## config.mk

```make
export PLATFORM = sky130hd
export DESIGN_NAME = descrambler_flat
export DESIGN_NICKNAME = d
export VERILOG_FILES = /design/src/rtl/descrambler_pkg.sv /design/src/rtl/descrambler_if.sv /design/src/rtl/descrambler_pkt_fifo.sv /design/src/rtl/descrambler.sv /design/src/flat_wrapper.sv
export SDC_FILE = /design/constraint.sdc
export NUM_CORES = 1
export LEC_CHECK = 0
export ABC_AREA = 0
export CAP_MARGIN = 20
export CELL_PAD_IN_SITES_DETAIL_PLACEMENT = 0
export CELL_PAD_IN_SITES_GLOBAL_PLACEMENT = 2
export CORE_MARGIN = 2
export CORE_UTILIZATION = 40
export DETAILED_ROUTE_END_ITERATION = 12
export HOLD_SLACK_MARGIN = 0.1
export PLACE_DENSITY = 0.87
export SLEW_MARGIN = 20
export SYNTH_ARGS = -nofsm -noshare
export SYNTH_HDL_FRONTEND = slang
export SYNTH_SLANG_ARGS = --single-unit
export TNS_END_PERCENT = 30
```

## constraint.sdc

```tcl
create_clock -name clk -period 5.1 [get_ports clk]
set_input_delay 1.02 -clock clk [delete_from_list [all_inputs] [get_ports clk]]
set_output_delay 1.02 -clock clk [all_outputs]
set_load 0.01 [all_outputs]
```

## src/rtl/descrambler_pkg.sv

```systemverilog
// Shared packet types, the link scrambling pair and the CRC-8 used on the receive path.
package definitions;

   localparam logic [7:0] CRC8_POLY = 8'h07;

   typedef struct packed {
      logic [7:0] head;
      logic [7:0] dst;
      logic [7:0] pay;
      logic [7:0] crc;
   } packet_in_t;

   typedef struct packed {
      logic [7:0] w0;
      logic [7:0] w1;
      logic [7:0] w2;
      logic [7:0] w3;
   } packet_out_t;

   typedef enum logic {OUT_IDLE, OUT_WAIT} out_state_t;

   function automatic packet_out_t scrambling_packet(input packet_in_t p);
      packet_out_t s;
      s.w0 = {p.head[6:0], p.head[7]} ^ 8'h5A;
      s.w1 = p.dst ^ p.head;
      s.w2 = p.pay ^ p.dst ^ 8'h3C;
      s.w3 = p.crc ^ 8'hC3;
      return s;
   endfunction

   // Undo the fields in dependency order: head first, since dst and pay are chained on it.
   function automatic packet_in_t descrambling_packet(input packet_out_t s);
      packet_in_t p;
      logic [7:0] h;
      h      = s.w0 ^ 8'h5A;
      p.head = {h[0], h[7:1]};
      p.dst  = s.w1 ^ p.head;
      p.pay  = s.w2 ^ p.dst ^ 8'h3C;
      p.crc  = s.w3 ^ 8'hC3;
      return p;
   endfunction

   function automatic logic [7:0] crc8(input logic [7:0] head, input logic [7:0] dst,
                                       input logic [7:0] pay);
      logic [7:0]  c;
      logic [23:0] msg;
      c   = 8'h00;
      msg = {head, dst, pay};
      for (int i = 23; i >= 0; i--) begin
         c = (c[7] ^ msg[i]) ? ((c << 1) ^ CRC8_POLY) : (c << 1);
      end
      return c;
   endfunction

endpackage

```

## src/rtl/descrambler_if.sv

```systemverilog
// Two-phase toggle handshake link: a transfer is pending while req != ack.
interface bus import definitions::*; #(
   parameter type T = packet_in_t
);
   logic req;
   logic ack;
   T     data;

   modport master (output req, output data, input ack);
   modport slave  (input req, input data, output ack);
endinterface

```

## src/rtl/descrambler_pkt_fifo.sv

```systemverilog
// Synchronous FIFO; storage is not reset, only pointers and occupancy.
module pkt_fifo import definitions::*; #(
   parameter int  DEPTH = 4,
   parameter type T     = packet_in_t
) (
   input  logic                   clk,
   input  logic                   rst,
   input  logic                   push,
   input  T                       din,
   input  logic                   pop,
   output T                       dout,
   output logic                   full,
   output logic                   empty,
   output logic [$clog2(DEPTH):0] level
);
   localparam int AW = $clog2(DEPTH);

   T              mem [DEPTH];
   logic [AW-1:0] wr_ptr;
   logic [AW-1:0] rd_ptr;
   logic [AW:0]   cnt;

   always_ff @(posedge clk) begin
      if (!rst) begin
         wr_ptr <= '0;
         rd_ptr <= '0;
         cnt    <= '0;
      end else begin
         if (push) wr_ptr <= wr_ptr + 1'b1;
         if (pop)  rd_ptr <= rd_ptr + 1'b1;
         case ({push, pop})
            2'b10:   cnt <= cnt + 1'b1;
            2'b01:   cnt <= cnt - 1'b1;
            default: cnt <= cnt;
         endcase
      end
   end

   always_ff @(posedge clk) begin
      if (push) mem[wr_ptr] <= din;
   end

   // Upstream gating must make these unreachable.
   always_ff @(posedge clk) begin
      if (rst) begin
         assert (!(push && full));
         assert (!(pop && empty));
      end
   end

   assign dout  = mem[rd_ptr];
   assign full  = (cnt == (AW + 1)'(DEPTH));
   assign empty = (cnt == '0);
   assign level = cnt;
endmodule

```

## src/rtl/descrambler.sv

```systemverilog
// Receive path: descramble, CRC-8 check, buffer and forward packets over toggle links.
module descrambler import definitions::*; #(
   parameter int DEPTH    = 4,
   parameter int DROP_BAD = 1,
   parameter int CNT_W    = 16
) (
   input  logic                   clk,
   input  logic                   rst,
   bus.slave                      ser2dsc,
   bus.master                     dsc2des,
   output logic                   crc_err,
   output logic [CNT_W-1:0]       pkt_cnt,
   output logic [CNT_W-1:0]       err_cnt,
   output logic [$clog2(DEPTH):0] fifo_lvl
);
   function automatic logic [CNT_W-1:0] sat_inc(input logic [CNT_W-1:0] v);
      return (&v) ? v : v + 1'b1;
   endfunction

   logic       ack_lvl;
   logic       take;
   logic       vld_p1;
   logic       crc_ok_p1;
   logic       push;
   logic       pop;
   logic       load;
   logic       fifo_empty;
   logic       fifo_full;
   logic       req_lvl;
   packet_in_t pkt_p1;
   packet_in_t fifo_head;
   packet_in_t out_data;
   out_state_t state;
   out_state_t state_nx;

   // Room counts the packet already in flight so a capture can never overflow the FIFO.
   assign take = (ser2dsc.req != ack_lvl) && !fifo_full
                 && ((int'(fifo_lvl) + int'(vld_p1)) < DEPTH);

   // capture -> p1
   always_ff @(posedge clk) begin
      if (!rst) begin
         ack_lvl <= 1'b0;
         vld_p1  <= 1'b0;
      end else begin
         ack_lvl <= ack_lvl ^ take;
         vld_p1  <= take;
      end
   end

   always_ff @(posedge clk) begin
      if (take) pkt_p1 <= descrambling_packet(ser2dsc.data);
   end

   assign crc_ok_p1 = (crc8(pkt_p1.head, pkt_p1.dst, pkt_p1.pay) == pkt_p1.crc);
   assign push      = vld_p1 && (crc_ok_p1 || (DROP_BAD == 0));

   // p1 -> FIFO and statistics
   always_ff @(posedge clk) begin
      if (!rst) begin
         crc_err <= 1'b0;
         pkt_cnt <= '0;
         err_cnt <= '0;
      end else begin
         crc_err <= vld_p1 && !crc_ok_p1;
         if (vld_p1)               pkt_cnt <= sat_inc(pkt_cnt);
         if (vld_p1 && !crc_ok_p1) err_cnt <= sat_inc(err_cnt);
      end
   end

   pkt_fifo #(.DEPTH(DEPTH), .T(packet_in_t)) u_fifo (
      .clk   (clk),
      .rst   (rst),
      .push  (push),
      .din   (pkt_p1),
      .pop   (pop),
      .dout  (fifo_head),
      .full  (fifo_full),
      .empty (fifo_empty),
      .level (fifo_lvl)
   );

   // FIFO head -> output link; the entry stays queued until the consumer acknowledges.
   always_ff @(posedge clk) begin
      if (!rst) begin
         state    <= OUT_IDLE;
         req_lvl  <= 1'b0;
         out_data <= '0;
      end else begin
         state <= state_nx;
         if (load) begin
            req_lvl  <= ~req_lvl;
            out_data <= fifo_head;
         end
      end
   end

   always_comb begin
      state_nx = state;
      load     = 1'b0;
      pop      = 1'b0;
      case (state)
         OUT_IDLE: begin
            if (!fifo_empty) begin
               load     = 1'b1;
               state_nx = OUT_WAIT;
            end
         end
         OUT_WAIT: begin
            if (dsc2des.ack == req_lvl) begin
               pop      = 1'b1;
               state_nx = OUT_IDLE;
            end
         end
         default: state_nx = OUT_IDLE;
      endcase
   end

   assign ser2dsc.ack  = ack_lvl;
   assign dsc2des.req  = req_lvl;
   assign dsc2des.data = out_data;
endmodule

```

## src/flat_wrapper.sv

```systemverilog
// flat-port wrapper written by rule: the top's interface ports become plain ports
module descrambler_flat import definitions::*;
#(
   parameter int DEPTH    = 4,
   parameter int DROP_BAD = 1,
   parameter int CNT_W    = 16
)
  (clk, rst, crc_err, pkt_cnt, err_cnt, fifo_lvl, ser2dsc_req, ser2dsc_data, ser2dsc_ack, dsc2des_req, dsc2des_data, dsc2des_ack);
  bus #(.T(packet_out_t)) ser2dsc_i ();
  bus #(.T(packet_in_t)) dsc2des_i ();
  input  logic clk;
  input  logic rst;
  output logic crc_err;
  output logic [CNT_W-1:0] pkt_cnt;
  output logic [CNT_W-1:0] err_cnt;
  output logic [$clog2(DEPTH):0] fifo_lvl;
  input wire logic [$bits(ser2dsc_i.req)-1:0] ser2dsc_req;
  input wire logic [$bits(ser2dsc_i.data)-1:0] ser2dsc_data;
  output wire logic [$bits(ser2dsc_i.ack)-1:0] ser2dsc_ack;
  output wire logic [$bits(dsc2des_i.req)-1:0] dsc2des_req;
  output wire logic [$bits(dsc2des_i.data)-1:0] dsc2des_data;
  input wire logic [$bits(dsc2des_i.ack)-1:0] dsc2des_ack;
  assign ser2dsc_i.req = ser2dsc_req;
  assign ser2dsc_i.data = ser2dsc_data;
  assign ser2dsc_ack = ser2dsc_i.ack;
  assign dsc2des_req = dsc2des_i.req;
  assign dsc2des_data = dsc2des_i.data;
  assign dsc2des_i.ack = dsc2des_ack;
  descrambler #(.DEPTH(DEPTH), .DROP_BAD(DROP_BAD), .CNT_W(CNT_W)) u_core (.clk(clk), .rst(rst), .ser2dsc(ser2dsc_i), .dsc2des(dsc2des_i), .crc_err(crc_err), .pkt_cnt(pkt_cnt), .err_cnt(err_cnt), .fifo_lvl(fifo_lvl));
endmodule
```

# After elaboration in Yosys (flattened, before gate mapping)
# Memories as Yosys holds them, arrays and structs flattened. A register that Yosys moved wholly into a read port is not among the register bits.
# Cells that the tools add are included.
[word_totals]
regBits = 76
mem_bits_rw = 128
inputBits = 36
out_inout_bits = 70
mem_count = 1
[memory_table]
columns = ["memory", "words", "width", "rd", "rd_ports_with_merged_regs", "write_ports", "line_no", "source"]
rows = [
  ["u_core.u_fifo.mem", 4, 32, 1, 1, 1, "descrambler_pkt_fifo.sv:18", "T mem [DEPTH];"],
]
[op_classes]
add_sub_neg = 7
order_cmp = 1
eq_ne = 6
mux = 33
bitwise = 56
reduce_logical = 13
[ops]
columns = ["operator", "n"]
rows = [
  ["3-bit 2-to-1 mux", 24],
  ["3-bit NOT", 23],
  ["16-bit by 1-bit adder with 16-bit output (second input constant)", 2],
  ["32-bit by 4-bit less-than comparator with 1-bit output (second input constant)", 1],
  ["16-bit AND reduction", 2],
  ["1-bit bitwise XOR", 19],
  ["8-bit bitwise XOR", 2],
  ["4-bit NOT", 3],
  ["8-bit == test", 1],
  ["1-bit 2-to-1 mux", 7],
  ["3-bit case mux with 2 select lines", 1],
  ["1-bit bitwise XOR (first input constant)", 5],
  ["2-bit by 1-bit adder with 2-bit output (second input constant)", 2],
  ["3-bit by 1-bit adder with 4-bit output", 1],
  ["1-bit logical AND", 4],
  ["1-bit NOT", 4],
  ["2-bit AND reduction", 2],
  ["3-bit by 1-bit adder with 3-bit output (second input constant)", 1],
  ["3-bit == test (second input constant)", 1],
  ["1-bit zero test", 3],
  ["3-bit zero test", 1],
  ["3-bit by 1-bit subtractor with 3-bit output (second input constant)", 1],
  ["2-bit by 1-bit == test with 1-bit output (second input constant)", 1],
  ["2-bit == test (second input constant)", 1],
  ["4 further kinds", 4],
]

# Longest topological paths before layout
# Gate-level depths: netlist (run 1).
[logic_depth]
word_depth = 51
ltp_mapped = 16
ltp_nobuf = 13

# Modules after synthesis
# From an unflattened synthesis (run 1), not the netlist that was laid out.
[hier_totals]
cells_unflattened = 665
hier_area_um2 = 9761.9
[by_module_without_submodules]
columns = ["module", "instances", "cells_each", "area_each_um2", "seq_area_each_um2"]
rows = [
  ["pkt_fifo", 1, 213, 5108.6, 4023.9],
  ["descrambler", 1, 452, 4653.2, 2342.2],
]

# Worst setup path before layout (run 1)
# OpenSTA, ideal clock, no wires.
[synth_timing]
kind = "register -> register"
startpoint = "reg u_core.pkt_p1[30] in the netlist's numbering"
endpoint = "mem u_core.u_fifo.mem[0][0] in the netlist's numbering (enable)"
setup_ns = 0.392
arrival_time_ns = 3.541
setup_slack_ns = 1.167
stages_incl_launch_ff = 9
synth_period_minus_slack_ns = 3.933
cell_sequence = "edfxtp_1 buf_2 xnor3_2 xor3_2 xnor2_1 or3_1 a222oi_1 buf_2 and3_1"
[synth_via]
elab_chain_len = 22
elab_cells_between_ends = 53
[synth_lines]
columns = ["element", "line_no", "source"]
rows = [
  ["from (decl)", "descrambler.sv:30", "packet_in_t pkt_p1;"],
  ["from (signal assigned)", "descrambler.sv:52", "if (take) pkt_p1 <= descrambling_packet(ser2dsc.data);"],
  ["1-bit bitwise XOR *", "descrambler_pkg.sv:50", "c = (c[7] ^ msg[i]) ? ((c << 1) ^ CRC8_POLY) : (c << 1);"],
  ["3-bit 2-to-1 mux *", "descrambler_pkg.sv:50", ""],
  ["3-bit NOT (no source line)", "-", ""],
  ["3-bit 2-to-1 mux", "descrambler_pkg.sv:50", ""],
  ["3-bit NOT (no source line)", "-", ""],
  ["3-bit 2-to-1 mux", "descrambler_pkg.sv:50", ""],
  ["1-bit bitwise XOR", "descrambler_pkg.sv:50", ""],
  ["3-bit 2-to-1 mux", "descrambler_pkg.sv:50", ""],
  ["(+6 left out)", "-", ""],
  ["3-bit NOT (no source line)", "-", ""],
  ["3-bit 2-to-1 mux", "descrambler_pkg.sv:50", ""],
  ["3-bit NOT (no source line)", "-", ""],
  ["3-bit 2-to-1 mux", "descrambler_pkg.sv:50", ""],
  ["8-bit == test *", "descrambler.sv:55", "assign crc_ok_p1 = (crc8(pkt_p1.head, pkt_p1.dst, pkt_p1.pay) == pkt_p1.crc);"],
  ["1-bit logical AND *", "descrambler.sv:56", "assign push = vld_p1 && (crc_ok_p1 || (DROP_BAD == 0));"],
  ["1-bit 2-to-1 mux *", "descrambler_pkt_fifo.sv:40", "if (push) mem[wr_ptr] <= din;"],
  ["1-bit 2-to-1 mux (not written as such) *", "descrambler_pkt_fifo.sv:40", ""],
  ["to (decl)", "descrambler_pkt_fifo.sv:18", ""],
]
# Mark *: on every way between the ends. The rest lies on a longest branch, timed or not.

# Final worst setup path (run 1)
[layout_timing]
startpoint = "reg u_core.pkt_p1[29] in the netlist's numbering"
endpoint = "reg u_core.u_fifo.cnt[2], in the netlist u_core.u_fifo.level[2]"
[layout_via]
elab_chain_len = 22
elab_cells_between_ends = 52
[layout_lines]
columns = ["element", "line_no", "source"]
rows = [
  ["1-bit bitwise XOR *", "descrambler_pkg.sv:50", ""],
  ["3-bit 2-to-1 mux *", "descrambler_pkg.sv:50", ""],
  ["3-bit NOT (no source line)", "-", ""],
  ["3-bit 2-to-1 mux", "descrambler_pkg.sv:50", ""],
  ["3-bit NOT (no source line)", "-", ""],
  ["3-bit 2-to-1 mux", "descrambler_pkg.sv:50", ""],
  ["1-bit bitwise XOR", "descrambler_pkg.sv:50", ""],
  ["3-bit 2-to-1 mux", "descrambler_pkg.sv:50", ""],
  ["(+6 left out)", "-", ""],
  ["3-bit NOT (no source line)", "-", ""],
  ["3-bit 2-to-1 mux", "descrambler_pkg.sv:50", ""],
  ["3-bit NOT (no source line)", "-", ""],
  ["3-bit 2-to-1 mux", "descrambler_pkg.sv:50", ""],
  ["8-bit == test *", "descrambler.sv:55", ""],
  ["1-bit logical AND *", "descrambler.sv:56", ""],
  ["2-bit by 1-bit == test with 1-bit output or 2-bit == test (tied branches)", "descrambler_pkt_fifo.sv:31", "case ({push, pop})"],
  ["3-bit case mux with 2 select lines or 2-bit nonzero test (tied branches)", "-", ""],
  ["to (signal assigned)", "descrambler_pkt_fifo.sv:32", "2'b10: cnt <= cnt + 1'b1;"],
  ["to (signal assigned)", "descrambler_pkt_fifo.sv:33", "2'b01: cnt <= cnt - 1'b1;"],
  ["to (signal assigned)", "descrambler_pkt_fifo.sv:34", "default: cnt <= cnt;"],
  ["to (decl)", "descrambler_pkt_fifo.sv:21", "logic [AW:0] cnt;"],
]
# Marks and branches as above.
# A chain may end at the register's enable or synchronous reset.

==> impl_metrics.sql, run 1 <==
INSERT INTO impl_metrics (metric_group, metric, value, unit) VALUES
('setup_path', 'cp_slowest_cell', 'sky130_fd_sc_hd__xnor3_1', ''),
('timing', 'setup_ws', '1080', 'ps'),
('timing', 'finalWorstPathRequiredPeriod', '4020', 'ps'),
('setup_path', 'critical_path.reg2reg.endpoint', 'u_core.u_fifo.level[2]$_SDFFE_PN0P_', ''),
('synthesis', 'synth.area.top_cells', 'sky130_fd_sc_hd__edfxtp_1 50%, sky130_fd_sc_hd__dfxtp_1 16%, sky130_fd_sc_hd__mux4_2 7.4%', ''),
('synthesis', 'synth_most_common_cell', 'sky130_fd_sc_hd__edfxtp_1', ''),
('global_routing', 'globalRouteTotalUtil', '14.9', '%'),
('die', 'die-width', '160', 'um'),
('die', 'die_y_extent', '160', 'um'),
('synthesis', 'synth_edf_count', '160', ''),
('timing', 'finalSetupViolCount', '0', ''),
('setup_path', 'critical_path.max_fanout', '34', ''),
('global_routing', 'grt_pass1_vias', '5713', ''),
('detailed_routing', 'vias_per_cell', '5.07', ''),
('synthesis', 'yosys_warnings', '0', ''),
('synthesis', 'ys_types', '41', ''),
('synthesis', 'yosysSeqAreaShare', '65.3', '%'),
('setup_path', 'worstPathCellList', 'xnor3_1 -> xor3_2 -> xnor2_1 -> nor3_1 -> o21ai_1 -> a222oi_1 -> buf_4 -> nand2_4 -> ha_1 -> inv_1 -> fa_1 -> xor2_1 -> or3_1 -> a21oi_1', ''),
('setup_path', 'timing.critical_path.from_type', 'register', ''),
('timing', 'max_clk_rate', '249', 'MHz'),
('min_path', 'min-delay-path-class', 'register to register', ''),
('clock_network', 'cts-buffers-inserted', '24', ''),
('run_status', 'outcome', 'finished clean', ''),
('place', 'post-place-cells', '1083', ''),
('clock_network', 'postCtsSetupRepairBufs', '0', ''),
('synthesis', 'synthFlopType', 'sky130_fd_sc_hd__edfxtp_1', ''),
('synthesis', 'synthesis.area', '9690', 'sq um'),
('pwr', 'ir_worst_vdd', '0.222', 'mV'),
('timing', 'worst-slew-pin-transition', '962', 'ps'),
('setup_path', 'r2r-start', 'u_core.pkt_p1[29]$_DFFE_PP_', ''),
('die', 'initial_core_util', '41.0', '%'),
('global_routing', 'grt-ovfl-total', '0', ''),
('timing', 'count_of_endpoints_failing_hold_in_the_final_timing_report', '0', ''),
('setup_path', 'worst_ep_arrival_time', '4440', 'ps'),
('clock_network', 'ctsHtreeMaxLevel', '1', ''),
('synthesis', 'async_reset_ff_share', '0', '%'),
('die', 'design.portCount', '106', ''),
('timing', 'slew_violations', '0', ''),
('setup_path', 'critical_path_rt', '5520', 'ps'),
('clock_network', 'cts_num_sinks', '236', ''),
('timing', 'final_critical_path_share_of_the_clock_period', '78.8', '%'),
('detailed_routing', 'antenna_left', '0', ''),
('clock_network', 'cts_tree', 'built', ''),
('synthesis', 'synth_seq_cells', '236', ''),
('finish', 'final_core_utilization', '50.3', '%'),
('finish', 'area_growth_syn_to_layout', '22.7', '%'),
('synthesis', 'post-synth-top-area-cell', 'sky130_fd_sc_hd__edfxtp_1', ''),
('clock_network', 'cts_resized', '0', ''),
('setup_path', 'r2r.worst_path.cells', '14', ''),
('synthesis', 'synthesized_instance_count', '681', ''),
('place', 'placer_congestion_estimate', '0.829', ''),
('clock_network', 'insertion_delay', '510', 'ps'),
('run', 'drv_cap', '0', ''),
('timing', 'finalSetupTns', '0', 'ps'),
('die', 'floorplan.die_area', '25500', 'sq um'),
('detailed_routing', 'dr.pass1.iters', '5', ''),
('place', 'port-buffer-count', '105', ''),
('global_routing', 'grt_start_max_net_pins', '68', ''),
('synthesis', 'synth_common_cells', '160 x sky130_fd_sc_hd__edfxtp_1, 87 x sky130_fd_sc_hd__nand2_1, 76 x sky130_fd_sc_hd__dfxtp_1, 50 x sky130_fd_sc_hd__a21oi_1, 43 x sky130_fd_sc_hd__xnor2_1', ''),
('setup_path', 'reg2reg_setup_slack', '1080', 'ps'),
('finish', 'number_of_nets_in_the_final_layout', '834', ''),
('clock_network', 'clkSlewWorstSetupHoldPaths', '60', 'ps'),
('clock_network', 'clockBufferDepth', '3', ''),
('pwr', 'cellPowerDensity', '378', 'nW/um^2'),
('global_routing', 'grt_antenna_before_repair', '0', ''),
('die', 'standard_cell_rows', '56', ''),
('setup_path', 'worstSetupPathType', 'register to register', ''),
('global_routing', 'grt_pass1_wl', '30.5', 'mm'),
('clock_network', 'ctsHoldBuffers', '0', ''),
('place', 'detailedPlace.worstSlack', '1080', 'ps'),
('place', 'detailed_place_hpwl', '12.6', 'mm');
==> state kept, by name (all words and copies together) (netlist names) <==
name                  flops
u_core.u_fifo.mem       128
u_core.dsc2des.data      32
u_core.pkt_p1            32
u_core.err_cnt           16
u_core.pkt_cnt           16
u_core.u_fifo.level       3
u_core.u_fifo.rd_ptr      2
u_core.u_fifo.wr_ptr      2
u_core.crc_err            1
u_core.dsc2des.req        1
u_core.ser2dsc.ack        1
u_core.state              1
u_core.vld_p1             1
==> cells by family after synthesis <==
kind of cell             Yosys count  share of synthesized area, %
adder cells (fa/ha/maj)            8                          1.11
AO/OA/AOI/OAI                     73                          4.24
AND/OR/NAND/NOR                  187                          9.02
flip-flops                       236                          65.3
buffers and inverters             49                          2.13
XOR/XNOR                          89                          10.0
multiplexers                      39                          8.16
==> per-layer routing <==
metal  global-route usage (%)  share of wire (%)  vias up
li1                         -                  -     2707
met1                     20.1                 45     2812
met5                        0                  0        -
met4                     4.17                1.5        0
met3                     2.86                5.9       21
met2                     24.9                 48      172
==> worst reg2reg max path, cell delays in order (launching register included) <==
cell	delay, ps
sky130_fd_sc_hd__edfxtp_1	470
sky130_fd_sc_hd__xnor3_1	540
sky130_fd_sc_hd__xor3_2	460
sky130_fd_sc_hd__xnor2_1	170
sky130_fd_sc_hd__nor3_1	230
sky130_fd_sc_hd__o21ai_1	90
sky130_fd_sc_hd__a222oi_1	480
sky130_fd_sc_hd__buf_4	400
sky130_fd_sc_hd__nand2_4	110
sky130_fd_sc_hd__ha_1	230
sky130_fd_sc_hd__inv_1	70
sky130_fd_sc_hd__fa_1	170
sky130_fd_sc_hd__xor2_1	70
sky130_fd_sc_hd__or3_1	310
sky130_fd_sc_hd__a21oi_1	140
==> layout make-up <==
| cell class | count | area, sq um |
|---|---|---|
| sequential | 236 | 6330 |
| tap | 319 | 399 |
| timing repair buffer | 113 | 1110 |
| clock buffer | 29 | 651 |
| inverter | 19 | 72.6 |
| multi-input combinational | 396 | 3160 |
| fill | 2005 | 11700 |
| clock inverter | 15 | 166 |
==> how the worst min path moves through the flow <==
stage                                          from                                   end  slack, ps  depth (start not counted)
2_1_floorplan               u_core.state$_SDFF_PN0_               u_core.state$_SDFF_PN0_        470                          2
3_3_place_gp   u_core.dsc2des.data[26]$_SDFFE_PN0P_  u_core.dsc2des.data[26]$_SDFFE_PN0P_        440                          2
3_5_place_dp   u_core.dsc2des.data[29]$_SDFFE_PN0P_  u_core.dsc2des.data[29]$_SDFFE_PN0P_        450                          2
4_1_cts        u_core.dsc2des.data[29]$_SDFFE_PN0P_  u_core.dsc2des.data[29]$_SDFFE_PN0P_        450                          2
5_1_grt         u_core.dsc2des.data[9]$_SDFFE_PN0P_   u_core.dsc2des.data[9]$_SDFFE_PN0P_        470                          2
6_report       u_core.dsc2des.data[26]$_SDFFE_PN0P_  u_core.dsc2des.data[26]$_SDFFE_PN0P_        450                          2
==> stage by stage <==
step	total power, mW	area, sq um
2_1_floorplan	2.59	9690
3_3_place_gp	2.72	11100
3_5_place_dp	2.74	11100
4_1_cts	4.53	11900
5_1_grt	4.66	11900
6_report	4.49	11900
==> cell usage in the layout (no fill, tap or decap), drive strengths merged <==
master | Yosys | layout
xnor2 | 46 | 46
nand2 | 88 | 88
inv | 19 | 18
a222oi | 1 | 1
or4b | 1 | 1
a31oi | 1 | 1
nand2b | 3 | 3
a211oi | 1 | 1
xor3 | 1 | 1
or4 | 10 | 10
mux2i | 7 | 7
fa | 1 | 1
ha | 7 | 7
mux4 | 32 | 32
nand4 | 9 | 9
o31ai | 11 | 11
xnor3 | 11 | 11
clkinv | 0 | 12
or3 | 10 | 10
o2111ai | 1 | 1
nand3 | 13 | 13
clkbuf | 20 | 29
dfxtp | 76 | 76
and2 | 4 | 4
or2 | 2 | 2
xor2 | 31 | 31
bufinv | 0 | 4
and3 | 9 | 9
clkdlybuf4s50 | 0 | 105
o21ai | 7 | 7
nor3 | 7 | 7
o211a | 1 | 1
a21oi | 50 | 50
edfxtp | 160 | 160
buf | 10 | 8
nor2 | 31 | 31
==> power breakdown <==
group	total [mW]	internal (mW)	switching (mW)
registers	2.18	2.11	0.0662
clock network	1.79	1.10	0.686
logic	0.521	0.268	0.254
total	4.49	3.48	1.01
(Power assumes the default switching activity.)
==> run 2: changes to the inputs <==
- clock period: 5.1 -> 4.05 ns (I/O delays scaled with it)
==> impl_metrics.sql, run 2 (synthesis gave the netlist of run 1 again) <==
INSERT INTO impl_metrics (metric_group, metric, value, unit) VALUES
('setup_path', 'worst_ep_arrival_time', '4300', 'ps'),
('die', 'design.portCount', '106', ''),
('setup_path', 'timing.critical_path.from_type', 'register', ''),
('timing', 'finalWorstPathRequiredPeriod', '3880', 'ps'),
('run_status', 'outcome', 'finished clean', ''),
('finish', 'fin_area', '11900', 'sq um'),
('place', 'port-buffer-count', '105', ''),
('timing', 'rsz0062_at_grt', 'no', ''),
('clock_network', 'clock_tree.root_cell', 'sky130_fd_sc_hd__clkbuf_16', ''),
('global_routing', 'globalRouteTotalUtil', '15.1', '%'),
('finish', 'seqCellArea', '6330', 'sq um'),
('die', 'floorplan.die_area', '25500', 'sq um'),
('die', 'standard_cell_rows', '56', ''),
('pwr', 'totalPowerFinal', '5.51', 'mW'),
('finish', 'area_growth_syn_to_layout', '22.8', '%'),
('timing', 'worst-slew-pin-transition', '907', 'ps'),
('pwr', 'p_clk_share', '37.9', '%'),
('finish', 'proportion_of_layout_cells_with_a_drive_suffix_above_1', '11.7', '%'),
('pwr', 'switching_share', '23.9', '%'),
('finish', 'diodes', '0', ''),
('pwr', 'ir_worst_vdd', '0.280', 'mV'),
('place', 'detailed_place_hpwl', '13.0', 'mm'),
('pwr', 'comb_power_share', '12.3', '%'),
('finish', 'number_of_flip_flops_under_the_largest_register_name', '128', ''),
('die', 'die-width', '160', 'um'),
('clock_network', 'cts_resized', '0', ''),
('die', 'floorplan.core_area', '23600', 'sq um'),
('detailed_routing', 'vias_per_cell', '5.08', ''),
('finish', 'layout.filler_cells', '1990', ''),
('finish', 'regMostFlops', 'u_core.u_fifo.mem', ''),
('pwr', 'p_sw', '1.32', 'mW'),
('finish', 'layout_common_cells', '160 x sky130_fd_sc_hd__edfxtp_1, 105 x sky130_fd_sc_hd__clkdlybuf4s50_1, 87 x sky130_fd_sc_hd__nand2_1, 74 x sky130_fd_sc_hd__dfxtp_1, 50 x sky130_fd_sc_hd__a21oi_1', ''),
('detailed_routing', 'drc', '0', ''),
('detailed_routing', 'dr.pass1.iters', '5', ''),
('finish', 'commonest_non_fill_non_tap_cell_in_the_layout', 'sky130_fd_sc_hd__edfxtp_1', ''),
('pwr', 'total_leakage_power', '3.90', 'nW'),
('pwr', 'power.sequential.fraction', '49.7', '%'),
('detailed_routing', 'routed_via_count', '5742', ''),
('timing', 'finalSetupTns', '0', 'ps'),
('clock_network', 'cts_tree', 'built', ''),
('clock_network', 'ctsHoldBuffers', '0', ''),
('setup_path', 'setup.worst_path.end_class', 'register', ''),
('timing', 'finalClockSkew', '8.93', 'ps'),
('clock_network', 'cts_num_sinks', '236', ''),
('setup_path', 'critical_path.top_delay_family', 'XOR/XNOR gates', ''),
('clock_network', 'insertion_delay', '520', 'ps'),
('timing', 'relSlewSlack', '39.0', '%'),
('clock_network', 'clkSlewWorstSetupHoldPaths', '60', 'ps'),
('clock_network', 'cts-buffers-inserted', '25', ''),
('timing', 'count_of_endpoints_failing_hold_in_the_final_timing_report', '0', ''),
('timing', 'max_clk_rate', '257', 'MHz'),
('min_path', 'min-delay-path-class', 'register to register', ''),
('finish', 'multi_input_area', '3160', 'sq um'),
('timing', 'final_critical_path_share_of_the_clock_period', '95.9', '%'),
('die', 'initial_core_util', '41.0', '%'),
('clock_network', 'ctsHtreeMaxLevel', '1', ''),
('detailed_routing', 'antenna_left', '0', ''),
('finish', 'final_core_utilization', '50.4', '%'),
('global_routing', 'grt_pass1_wl', '31.1', 'mm'),
('global_routing', 'grt_antenna_before_repair', '0', ''),
('setup_path', 'critical_path_s_most_frequent_cell', 'sky130_fd_sc_hd__xor2_1', ''),
('setup_path', 'critPathBufInv', '2', ''),
('setup_path', 'cp_slowest_cell', 'sky130_fd_sc_hd__edfxtp_1', ''),
('setup_path', 'worstPathCellList', 'xnor2_1 -> xnor3_1 -> xor2_1 -> nor3_1 -> o2111ai_1 -> a222oi_1 -> buf_4 -> nand2_4 -> ha_1 -> inv_1 -> fa_1 -> xor2_1 -> or3_1 -> a21oi_1', ''),
('timing', 'slew_violations', '0', ''),
('global_routing', 'grt_start_max_net_pins', '68', ''),
('pwr', 'internal-power', '4.20', 'mW'),
('setup_path', 'reg2reg_setup_slack', '170', 'ps'),
('finish', 'final-instance-count-excl-fill', '1130', ''),
('run', 'drv_cap', '0', ''),
('place', 'post-place-cells', '1085', ''),
('place', 'detailedPlace.worstSlack', '282', 'ps'),
('clock_network', 'clockBufferDepth', '3', ''),
('detailed_routing', 'routed_wl', '19.1', 'mm'),
('detailed_routing', 'first_iter_violations', '439', ''),
('setup_path', 'critPathMaxStageDelay', '510', 'ps'),
('setup_path', 'critical_path_rt', '4470', 'ps'),
('setup_path', 'critical_path.max_fanout', '7', ''),
('detailed_routing', 'drt-wirelength-per-cell', '16.9', 'um'),
('timing', 'fin_hold_ws', '456', 'ps'),
('finish', 'number_of_nets_in_the_final_layout', '837', ''),
('setup_path', 'worstSetupPathType', 'register to register', ''),
('pwr', 'cellPowerDensity', '464', 'nW/um^2'),
('timing', 'finalSetupViolCount', '0', ''),
('clock_network', 'postCtsSetupRepairBufs', '0', ''),
('global_routing', 'grt_pass1_vias', '5890', ''),
('timing', 'setup_ws', '165', 'ps'),
('global_routing', 'grt-ovfl-total', '0', ''),
('place', 'post_dp_cell_area', '11100', 'sq um'),
('place', 'placer_congestion_estimate', '0.844', ''),
('die', 'die_y_extent', '160', 'um');
==> run 2: worst paths after layout <==
kind / startpoint / to / cells after the start
hold reg to reg: u_core.dsc2des.data[15]$_SDFFE_PN0P_ / u_core.dsc2des.data[15]$_SDFFE_PN0P_ / 2
setup / recovery: u_core.pkt_p1[31]$_DFFE_PP_ / u_core.u_fifo.level[2]$_SDFFE_PN0P_ / 14
hold / removal: u_core.dsc2des.data[15]$_SDFFE_PN0P_ / u_core.dsc2des.data[15]$_SDFFE_PN0P_ / 2
setup reg to reg: u_core.pkt_p1[31]$_DFFE_PP_ / u_core.u_fifo.level[2]$_SDFFE_PN0P_ / 14
==> run 2: routing by layer <==
metal | GRT usage (%) | up-vias | routed length [um]
met3 | 2.96 | 37 | 1290
met1 | 20.1 | 2809 | 8190
met4 | 4.59 | 0 | 438
li1 | - | 2712 | -
met2 | 25.0 | 184 | 9210
met5 | 0 | - | 0
==> run 2: final cells by class <==
class	instances	area share (%)
clock buffers	30	5.42
multi-input cells	396	26.5
inverters	19	0.610
flip-flops and latches	236	53.2
well taps	319	3.36
repair buffers	115	9.89
clock inverters	15	0.999
==> run 2: power by group through the flow <==
| stage | Clock, mW | Combinational (mW) | Sequential, mW |
|---|---|---|---|
| after floorplan | 0 | 0.511 | 2.76 |
| after global placement | 0 | 0.635 | 2.79 |
| after detailed placement | 0 | 0.669 | 2.79 |
| after CTS | 2.15 | 0.673 | 2.74 |
| after global routing | 2.25 | 0.732 | 2.75 |
| final | 2.09 | 0.680 | 2.74 |
==> run 2: worst reg2reg max path, delay by kind of cell, from the launching register on <==
family	cells	cell delay, ps
AOI/OAI and AO/OA	3	790
xor gates and xnor gates	4	1200
and+or+nand+nor	3	580
adders and majority gates	2	400
buffers and inverters	2	300
DFF	1	510
